===== src/rtl/seqdet_stim_ctrl.sv =====
// Stimulus sequencer for the serial pattern detector: clears the detector, plays
// a latched word LSB-first on det_x, and tallies the hits reported on det_y.
module seqdet_stim_ctrl #(
  parameter int SEQ_W = 64,
  parameter int CNT_W = 7
) (
  input  logic             clk,
  input  logic             rst,
  input  logic             start,
  input  logic [SEQ_W-1:0] seq_in,
  input  logic [CNT_W-1:0] len_in,
  input  logic             det_y,
  output logic             det_x,
  output logic             det_rst,
  output logic             busy,
  output logic             done,
  output logic [CNT_W-1:0] hit_count,
  output logic [CNT_W-1:0] first_hit,
  output logic             hit_valid
);

  typedef enum logic [2:0] {S_IDLE, S_CLR, S_RUN, S_DRAIN, S_DONE} state_t;

  localparam logic [CNT_W-1:0] SEQ_N = CNT_W'(SEQ_W);
  localparam logic [CNT_W-1:0] ONE   = CNT_W'(1);

  state_t           state, state_nx;
  logic [SEQ_W-1:0] sh;
  logic [CNT_W-1:0] n;
  logic [CNT_W-1:0] r;
  logic             sample;
  logic [CNT_W-1:0] sample_k;
  logic             last_bit;

  assign last_bit = (r == n - ONE);
  assign det_rst  = rst | (state == S_CLR);
  assign busy     = (state == S_CLR) | (state == S_RUN) | (state == S_DRAIN);
  assign done     = (state == S_DONE);

  // det_y lags det_x by one cycle, so RUN cycle r reports bit r-1 and DRAIN reports bit N-1.
  always_comb begin
    state_nx = state;
    sample   = 1'b0;
    sample_k = '0;
    case (state)
      S_IDLE:  if (start) state_nx = S_CLR;
      S_CLR:   state_nx = S_RUN;
      S_RUN: begin
        if (r != '0) begin
          sample   = det_y;
          sample_k = r - ONE;
        end
        if (last_bit) state_nx = S_DRAIN;
      end
      S_DRAIN: begin
        sample   = det_y;
        sample_k = n - ONE;
        state_nx = S_DONE;
      end
      S_DONE:  state_nx = S_IDLE;
      default: state_nx = S_IDLE;
    endcase
  end

  always_ff @(posedge clk) begin
    if (rst) begin
      state     <= S_IDLE;
      sh        <= '0;
      n         <= '0;
      r         <= '0;
      det_x     <= 1'b0;
      hit_count <= '0;
      first_hit <= '0;
      hit_valid <= 1'b0;
    end else begin
      state <= state_nx;
      case (state)
        S_IDLE: begin
          if (start) begin
            sh        <= seq_in;
            n         <= (len_in == '0 || len_in > SEQ_N) ? SEQ_N : len_in;
            hit_count <= '0;
            first_hit <= '0;
            hit_valid <= 1'b0;
          end
        end
        S_CLR: begin
          // det_x is registered, so bit 0 is loaded while leaving CLR.
          det_x <= sh[0];
          sh    <= sh >> 1;
          r     <= '0;
        end
        S_RUN: begin
          r <= r + ONE;
          if (last_bit) begin
            det_x <= 1'b0;
          end else begin
            det_x <= sh[0];
            sh    <= sh >> 1;
          end
        end
        default: det_x <= 1'b0;
      endcase
      if (sample) begin
        if (hit_count != '1) hit_count <= hit_count + ONE;
        if (!hit_valid) begin
          first_hit <= sample_k;
          hit_valid <= 1'b1;
        end
      end
    end
  end

endmodule


===== config.mk =====
export PLATFORM = sky130hd
export DESIGN_NAME = seqdet_stim_ctrl
export DESIGN_NICKNAME = d
export VERILOG_FILES = /design/src/rtl/seqdet_stim_ctrl.sv
export SDC_FILE = /design/constraint.sdc
export NUM_CORES = 1
export LEC_CHECK = 0
export BUFFER_PORTS_ARGS = -buffer_cell sky130_fd_sc_hd__buf_2
export CAP_MARGIN = 5
export CELL_PAD_IN_SITES_DETAIL_PLACEMENT = 0
export CELL_PAD_IN_SITES_GLOBAL_PLACEMENT = 1
export CORE_MARGIN = 10
export CORE_UTILIZATION = 46
export CTS_CLUSTER_SIZE = 28
export DETAILED_ROUTE_END_ITERATION = 7
export PLACE_DENSITY_LB_ADDON = 0.15
export SYNTH_ARGS = -nofsm -noshare
export SYNTH_HDL_FRONTEND = slang
export SYNTH_SLANG_ARGS = --single-unit

===== constraint.sdc =====
create_clock -name clk -period 3.7 [get_ports clk]
set_clock_uncertainty 0.05 [all_clocks]
set_input_delay 0 -clock clk [delete_from_list [all_inputs] [get_ports clk]]
set_output_delay 0 -clock clk [all_outputs]
set_load 0.02 [all_outputs]

==> metrics, run 1 <==
Clock Sinks 97; Critical R2R Launch n[0]; fillcell total 984; Slew Viols, Final 0; Power, Total 0.00253 W; first-pass GRT wire length 21.2 mm; Hold EP sh[4]; synthesized cell area 5140 um2; Synth Flop Type dfxtp_1; M1 wire length 5.99 mm; CP endpoint kind flop; Netlist cell types 65; measured slew at the worst slew-check pin 0.947 ns; Synth top area share 37.8%; worst reg2reg setup slack 0.69 ns; max-cap violations 0; Post-DP HPWL 8.10 mm; Yosys warnings 0; relative slew slack 36.9%; final worst setup slack 0.694 ns; post-cts resize count 0; part of the Yosys area used for sequential elements 37.8%; Reg clk slew, reported paths 0.10 ns; Post-Route WL 12.7 mm; # IOs 94; power density over the cells 415 nW/um2; WL/cell 16.2 um; DR vias 4,322; crit start category flop; Max IR drop VDD 0.000224 V; achievable frequency 0.333 GHz; Num CTS Buffers 9; ANT nets after route 0; Period minus WS final 3.01 ns; top-count cell post-synth dfxtp_1; RD Place Congestion 0.757; met2 wire length 6.01 mm; fin crit share 81.2%; Die H 126 um; Synth area leader dfxtp_1; total global routing overflow 0; clk root buf clkbuf_8; largest net degree at the start of global routing 90; H-tree levels 3; Final Setup Violations 0; core area 10,900 um2; initial antenna violation count 0; clk buf depth 2; Syn Nets 617; pre-CTS setup slack 0.721 ns; EDFF count, synth 0; RSZ-0062 raised after global routing no; worst hold stages 4; PortBufs 93; run status finished clean; Leakage 2.85 nW; cell count after synthesis 537; 1st-pass router iterations 4; Final Hold Vio Count 0; hold_buf cts 42; HP Start seq_in[4]; Die ar. 15,800 um2; Critical Path RT 3.96 ns; antenna fix cells 0; critical path type flop to flop; met3 WL 562 um; syn_area_per_cell 9.56 um2; vias in the first global route 4,279; synth cell count leaders dfxtp_1 (97), nor3_1 (70), mux2i_1 (63); initial cell density of the core 47.2%; Layout area overhead 18.7%; HP Class input port to flop; asr flop ratio synth 0%; R2R depth 8; layout cells sized above 1 21.7%; clk_lat worst skew 0.38 ns; CTS tree done; R2R Path End sh[9]; Total Neg Setup Slack 0 ns; die span in x 126 um; Post-CTS Setup Bufs 0; post-DR vias/cell 5.51; Rows 38; Worst EP arrival 3.27 ns; DR DRC count 0; Iter 0 DRT Violations 315; Layout Nets 719; Yosys reg bits 97; Total GRT Usage 15.6%; Top Metal Used met4; Area contributors post-synth dfxtp_1 (38%), mux2i_1 (12%), a22o_1 (10%); CP Max Fanout 63
-- placed cells by master (no fill, tap or decap), types with 2 or more instances in the layout --
cell           synthesis  final
a211oi_1               2      2
a21oi_1               20     20
a22o_1                60     60
a22o_2                 3      3
a41oi_1                2      2
and2_1                 3      2
and3_1                 8      8
buf_2                  7     93
buf_4                  9      6
clkbuf_8               1      9
clkinv_2               0      2
dfxtp_1               97     97
dlygate4sd3_1          1     42
ha_1                   5      5
inv_1                  6      6
inv_6                  0      2
mux2_2                 4      4
mux2i_1               63     63
nand2_1               17     17
nand2b_1               3      3
nand3_1               15     15
nor2_1                31     31
nor2b_1                5      5
nor3_1                70     70
nor3b_1               10     10
nor4_1                 4      4
o211ai_1               2      2
o21ai_0                4      4
o31ai_1                3      3
xnor2_1                7      7
xor2_1                11     11
-- sequential cells by signal, summed over array words and instances, names as in the netlist --
name and cells:
first_hit 7, hit_valid 1, state 3, r 7
det_x 1, sh 64, n 7, hit_count 7
-- through the flow --
stage / area [um2] / hold WS, ns / util (%) / std cells
detailed placement: 5470 / 0.340 / 50.3 / 726
global placement: 5470 / 0.326 / 50.3 / 726
CTS: 6100 / 0.000152 / 56.0 / 784
global route: 6100 / 0.0171 / 56.0 / 784
floorplan: 5140 / 0.167 / - / 537
finish: 6100 / 0.00738 / 56.0 / 784
-- where the power goes --
group | leakage [nW] | internal, W | total [W] | switching [W]
combinational | 1.95 | 0.000297 | 0.000605 | 0.000308
clock | 0.106 | 0.000321 | 0.000714 | 0.000393
sequential | 0.794 | 0.00114 | 0.00121 | 0.0000658
-- how the worst max path moves through the flow --
stage,end,startpoint
after CTS,sh[9],n[0]
after global routing,sh[9],n[0]
after floorplan,sh[10],n[0]
after detailed placement,sh[29],n[0]
final,sh[9],n[0]
after global placement,sh[1],n[0]
-- routing by layer --
layer  global-route usage (%)  vias up
li1                         -     2177
met1                     20.4     2051
met2                     25.0       83
met3                     3.98       11
met4                     4.27        0
met5                        0        -
-- final cells by class --
cell class	count	area (um2)	share of cell area, %
multi-input cells	383	2800	46.0
inverters	6	22.5	0.369
well taps	140	175	2.87
flip-flops and latches	97	1940	31.9
repair buffers	142	951	15.6
clock inverters	7	77.6	1.27
clock buffers	9	124	2.03
-- cell families after synthesis --
group | synth area share [%]
buf+inv | 7.67
compound gates | 17.5
mux | 13.2
simple gates | 18.3
xor+xnor | 4.31
flops | 37.8
fa+ha+maj | 1.22
-- critical path, cell delays in order, from the launching register on --
cell and delay [ns]:
dfxtp_1 0.37, inv_1 0.09, ha_1 0.22, nor3b_1 0.38
xor3_2 0.35, or3b_4 0.43, o31ai_4 0.21, buf_4 0.59
a22o_1 0.25
No activity file was read; power rests on OpenSTA's default activity.
==> run 2: changes to the inputs <==
CORE_UTILIZATION = 39   (was 46)
clock period = 2.5 ns   (was 3.7 ns; I/O delays follow)
==> metrics, run 2 (synthesized netlist as in run 1, its figures left out) <==
Slew Viols, Final 0 (unchanged); M2 GR Usage 21.4% (-3.7 points); Layout area overhead 17.1%; clk root buf clkbuf_16; initial antenna violation count 0 (unchanged); cell internal pwr 0.00290 W (+64%); critical path type flop to flop; Power, Total 0.00405 W (+60%); first-pass GRT wire length 22.0 mm (+3.9%); Num CTS Buffers 9 (unchanged); met3 Use GR 3.34% (-0.65 points); max-cap violations 0 (unchanged); max reg flops 64 (unchanged); post-DR vias/cell 5.34 (-3.1%); commonest cells after routing, fill and taps aside dfxtp_1 (97), buf_2 (93), nor3_1 (70); GRT Max-Usage Layer met2; clk buf depth 2 (unchanged); share of power burned in the clock network 33.4% (+5.2 points); most common cell after layout, fill and taps aside dfxtp_1; Buf+Inv Stages, Crit Path 2 (unchanged); Clock Sinks 97 (unchanged); Max IR drop VDD 0.000300 V (+34%); crit start category flop; DR DRC count 0 (unchanged); Layout Nets 698 (-2.9%); crit path cell chain inv_1, ha_1, nor3b_2, xor3_2, or3b_4, o31ai_4, buf_4, a22o_1; ANT nets after route 0 (unchanged); Die H 135 um (+7.2%); core area 12,800 um2 (+17%); CP max stage cell or3b_4; fin area 6010 um2 (-1.4%); power density over the cells 674 nW/um2 (+62%); sequential cell fraction of total power 44.0% (-3.8 points); Leakage 2.82 nW (-0.80%); Final Hold Vio Count 0 (unchanged); Post-CTS Setup Bufs 0 (unchanged); GR Layer Usage met1 20.1% (-0.30 points); vias in the first global route 4,205 (-1.7%); WL/cell 16.3 um (+0.41%); achievable frequency 0.429 GHz (+29%); # IOs 94 (unchanged); Top delay family on crit path simple AND/OR/NAND/NOR gates; die span in x 135 um (+7.2%); Die ar. 18,200 um2 (+15%); Reg clk slew, reported paths 0.07 ns (-0.03 ns); total global routing overflow 0 (unchanged); PortBufs 93 (unchanged); Multi-input gate area 2810 um2 (+0.18%); Rows 41 (+7.9%); measured slew at the worst slew-check pin 0.547 ns (-0.400 ns); Placed Instance Area 5690 um2 (+4.0%); CP endpoint kind flop; Final Setup Violations 0 (unchanged); 1st-pass router iterations 5 (+1); Worst EP arrival 2.57 ns (-0.70 ns); H-tree levels 3 (unchanged); fillcell total 1,241 (+26%); Post-DP HPWL 8.98 mm (+11%); CP max stage delay 0.43 ns (-0.16 ns); largest net degree at the start of global routing 64 (-29%); Total GRT Usage 14.6% (-1.1 points); CTS tree done; RSZ-0062 raised after global routing no; layout cells sized above 1 25.7% (+3.9 points); relative slew slack 63.5% (+27 points); combinational cell fraction of total power 22.5% (-1.4 points); clk_lat worst skew 0.35 ns (-0.03 ns); Sw Share 28.5% (-1.8 points); initial cell density of the core 40.2% (-7.0 points); Hold WS 0.0224 ns (+0.0150 ns); Period minus WS final 2.33 ns (-0.676 ns); Critical Path RT 2.74 ns (-1.22 ns); Total Neg Setup Slack 0 ns (unchanged); Post-Route WL 12.9 mm (+1.8%); antenna fix cells 0 (unchanged); DR vias 4,246 (-1.8%); final worst setup slack 0.170 ns (-0.524 ns); register area 1940 um2 (unchanged); Top reg by flops sh; RD Place Congestion 0.800 (+5.7%); HP Class input port to flop; pre-CTS setup slack 0.0669 ns (-0.654 ns); fin crit share 93.2% (+12 points); Iter 0 DRT Violations 353 (+12%); CP Max Fanout 15 (-76%); Sw Pwr 0.00115 W (+51%); run status finished clean
-- run 2: cell types whose count changed in the layout (fill, tap and decap cells not counted), moves of 2 or more --
cell and change:
clkbuf_8 -6, inv_6 -2, clkbuf_16 +9, dlygate4sd3_1 -40, buf_12 +3, buf_4 +16
-- run 2: cell type report --
cell class	count	area share, %
well taps	172	3.58
clock buffers	12	4.43
inverters	6	0.375
flip-flops and latches	97	32.3
repair buffers	121	12.2
multi-input cells	383	46.7
clock inverters	4	0.437
-- run 2: metal layers --
layer  routed length (um)  vias up
met1                 6290     1996
li1                     -     2142
met3                  735       13
met2                 5710       95
met4                  208        0
met5                    0        -
-- run 2: final timing paths --
| path | cells past startpoint | from | to | slack, ns |
|---|---|---|---|---|
| min reg2reg | 2 | first_hit[5] | first_hit[5] | 0.41 |
| max | 8 | n[1] | sh[6] | 0.17 |
| min | 4 | len_in[3] | n[3] | 0.02 |
| max reg2reg | 8 | n[1] | sh[6] | 0.17 |
-- run 2: stage by stage --
step / util, % / cells
finish: 47.1 / 795
detailed placement: 44.6 / 777
global route: 47.1 / 795
global placement: 44.6 / 777
floorplan: - / 537
CTS: 47.0 / 795
-- run 2: repair_timing --
action,in CTS,in global routing
resized for setup,0,1
hold endpoints to repair,5,0
hold buffers,2,0
endpoints found under the setup margin,0,62
-- run 2: power by group through the flow --
stage | clock [W] | sequential, W | combinational, W
floorplan | 0 | 0.00179 | 0.000714
CTS | 0.00139 | 0.00178 | 0.000921
global placement | 0 | 0.00182 | 0.000905
global route | 0.00146 | 0.00180 | 0.00102
detailed placement | 0 | 0.00182 | 0.000913
finish | 0.00135 | 0.00178 | 0.000912
-- run 2: worst min-delay path, delay by kind of cell --
family	cells	cell delay, ns
compound gates	1	0.11
simple gates	2	0.17
buf+inv	1	0.10
==> run 3: changes to the inputs <==
MAX_ROUTING_LAYER = met4   (was unset)
==> metrics, run 3 (synthesized netlist as in run 1, its figures left out) <==
RD Place Congestion 0.811 (+1.4%); DR vias 4,248 (+0.047%); RSZ-0062 raised after global routing no; critical path type flop to flop; pre-CTS setup slack 0.0669 ns (unchanged); die span in x 135 um (unchanged); Critical Path RT 2.74 ns (about the same); CP Max Fanout 15 (unchanged); Placed Instance Area 5690 um2 (unchanged); fin area 6010 um2 (unchanged); Max IR drop VDD 0.000299 V (-0.42%); R2R Path End sh[6]; R2R depth 8 (unchanged); core area 12,800 um2 (unchanged); achievable frequency 0.428 GHz (-0.20%); clk_lat worst skew 0.35 ns (about the same); # IOs 94 (unchanged); Worst EP arrival 2.58 ns (about the same); worst hold stages 4 (unchanged); Multi-input gate area 2810 um2 (unchanged); Leakage 2.82 nW (unchanged); Reg clk slew, reported paths 0.06 ns (about the same); most common cell after layout, fill and taps aside dfxtp_1; measured slew at the worst slew-check pin 0.560 ns (+0.0132 ns); 1st-pass router iterations 4 (-1); max reg flops 64 (unchanged); Num CTS Buffers 9 (unchanged); HP Class input port to flop; run status finished clean; Die H 135 um (unchanged); crit start category flop; Critical R2R Launch n[0]; CP endpoint kind flop; Total Neg Setup Slack 0 ns (unchanged); initial cell density of the core 40.2% (unchanged); Clock Sinks 97 (unchanged); antenna fix cells 0 (unchanged); layout cells sized above 1 25.7% (unchanged); largest net degree at the start of global routing 64 (unchanged); ANT nets after route 0 (unchanged); relative slew slack 62.7% (-0.88 points); initial antenna violation count 0 (unchanged); DR DRC count 0 (unchanged); commonest cells after routing, fill and taps aside dfxtp_1 (97), buf_2 (93), nor3_1 (70); final worst setup slack 0.165 ns (-0.00464 ns); power density over the cells 673 nW/um2 (about the same); HP Start len_in[3]; Layout Nets 698 (unchanged); PortBufs 93 (unchanged); Post-Route WL 12.9 mm (-0.29%); register area 1940 um2 (unchanged); CTS tree done; Rows 41 (unchanged); WL/cell 16.2 um (-0.29%); Layout area overhead 17.1% (unchanged); Final Hold Vio Count 0 (unchanged); total global routing overflow 0 (unchanged); Die ar. 18,200 um2 (unchanged); clk buf depth 2 (unchanged); Final Setup Violations 0 (unchanged); clk root buf clkbuf_16; worst reg2reg setup slack 0.17 ns (about the same); max-cap violations 0 (unchanged); fin crit share 93.4% (+0.19 points); H-tree levels 3 (unchanged); Total GRT Usage 15.0% (+0.41 points); Slew Viols, Final 0 (unchanged); Top reg by flops sh; Hold EP n[3]; Post-DP HPWL 8.98 mm (unchanged); vias in the first global route 4,219 (+0.33%); Iter 0 DRT Violations 297 (-16%); post-DR vias/cell 5.34 (about the same); first-pass GRT wire length 22.0 mm (about the same); Period minus WS final 2.33 ns (+0.00464 ns); fillcell total 1,241 (unchanged)
## run 3: worst max path at each step
stage / start / to / slack [ns] / cells after the start
2_1_floorplan: n[0] / sh[10] / 0.02 / 8
3_3_place_gp: n[1] / sh[3] / 0.14 / 8
3_5_place_dp: n[0] / sh[6] / 0.07 / 8
4_1_cts: n[0] / sh[6] / 0.04 / 8
5_1_grt: n[1] / sh[6] / 0.03 / 8
6_report: n[0] / sh[6] / 0.17 / 8
## run 3: per-stage QoR
stage / power (W) / std cells / util [%] / hold slack (ns)
finish: 0.00405 / 795 / 47.1 / 0.0221
global placement: 0.00272 / 777 / 44.6 / 0.299
floorplan: 0.00250 / 537 / - / 0.167
CTS: 0.00410 / 795 / 47.0 / 0.0133
global route: 0.00428 / 795 / 47.1 / 0.0302
detailed placement: 0.00273 / 777 / 44.6 / 0.308
## run 3: cell type report
type / instances / share of cell area, %
flip-flops and latches: 97 / 32.3
clock inverters: 4 / 0.437
clock buffers: 12 / 4.43
inverters: 6 / 0.375
well taps: 172 / 3.58
repair buffers: 121 / 12.2
multi-input cells: 383 / 46.7
## run 3: critical path, cell delays in order (launching register included)
cell	delay (ns)
dfxtp_1	0.31
inv_1	0.08
ha_1	0.17
nor3b_2	0.24
xor3_2	0.30
or3b_4	0.43
o31ai_4	0.26
buf_4	0.27
a22o_1	0.17
## run 3: metal layers
metal	share of wire, %	wire [um]	up-vias	track usage [%]
met1	50	6430	2005	20.2
met2	44	5720	91	21.5
met3	4.4	563	12	2.93
li1	-	-	2140	-
met5	0	0	-	-
met4	1.5	190	0	5.80
## run 3: repair_timing
item                                    in CTS  in global routing
endpoints found under the setup margin       0                 62
hold endpoints to repair                     5                  0
hold buffers                                 2                  0
resized for setup                            0                  1
buffers inserted                             0                  0
## run 3: power by group
group	switching (W)	internal (W)
clock network	0.000598	0.000755
registers	0.0000900	0.00169
logic	0.000464	0.000448
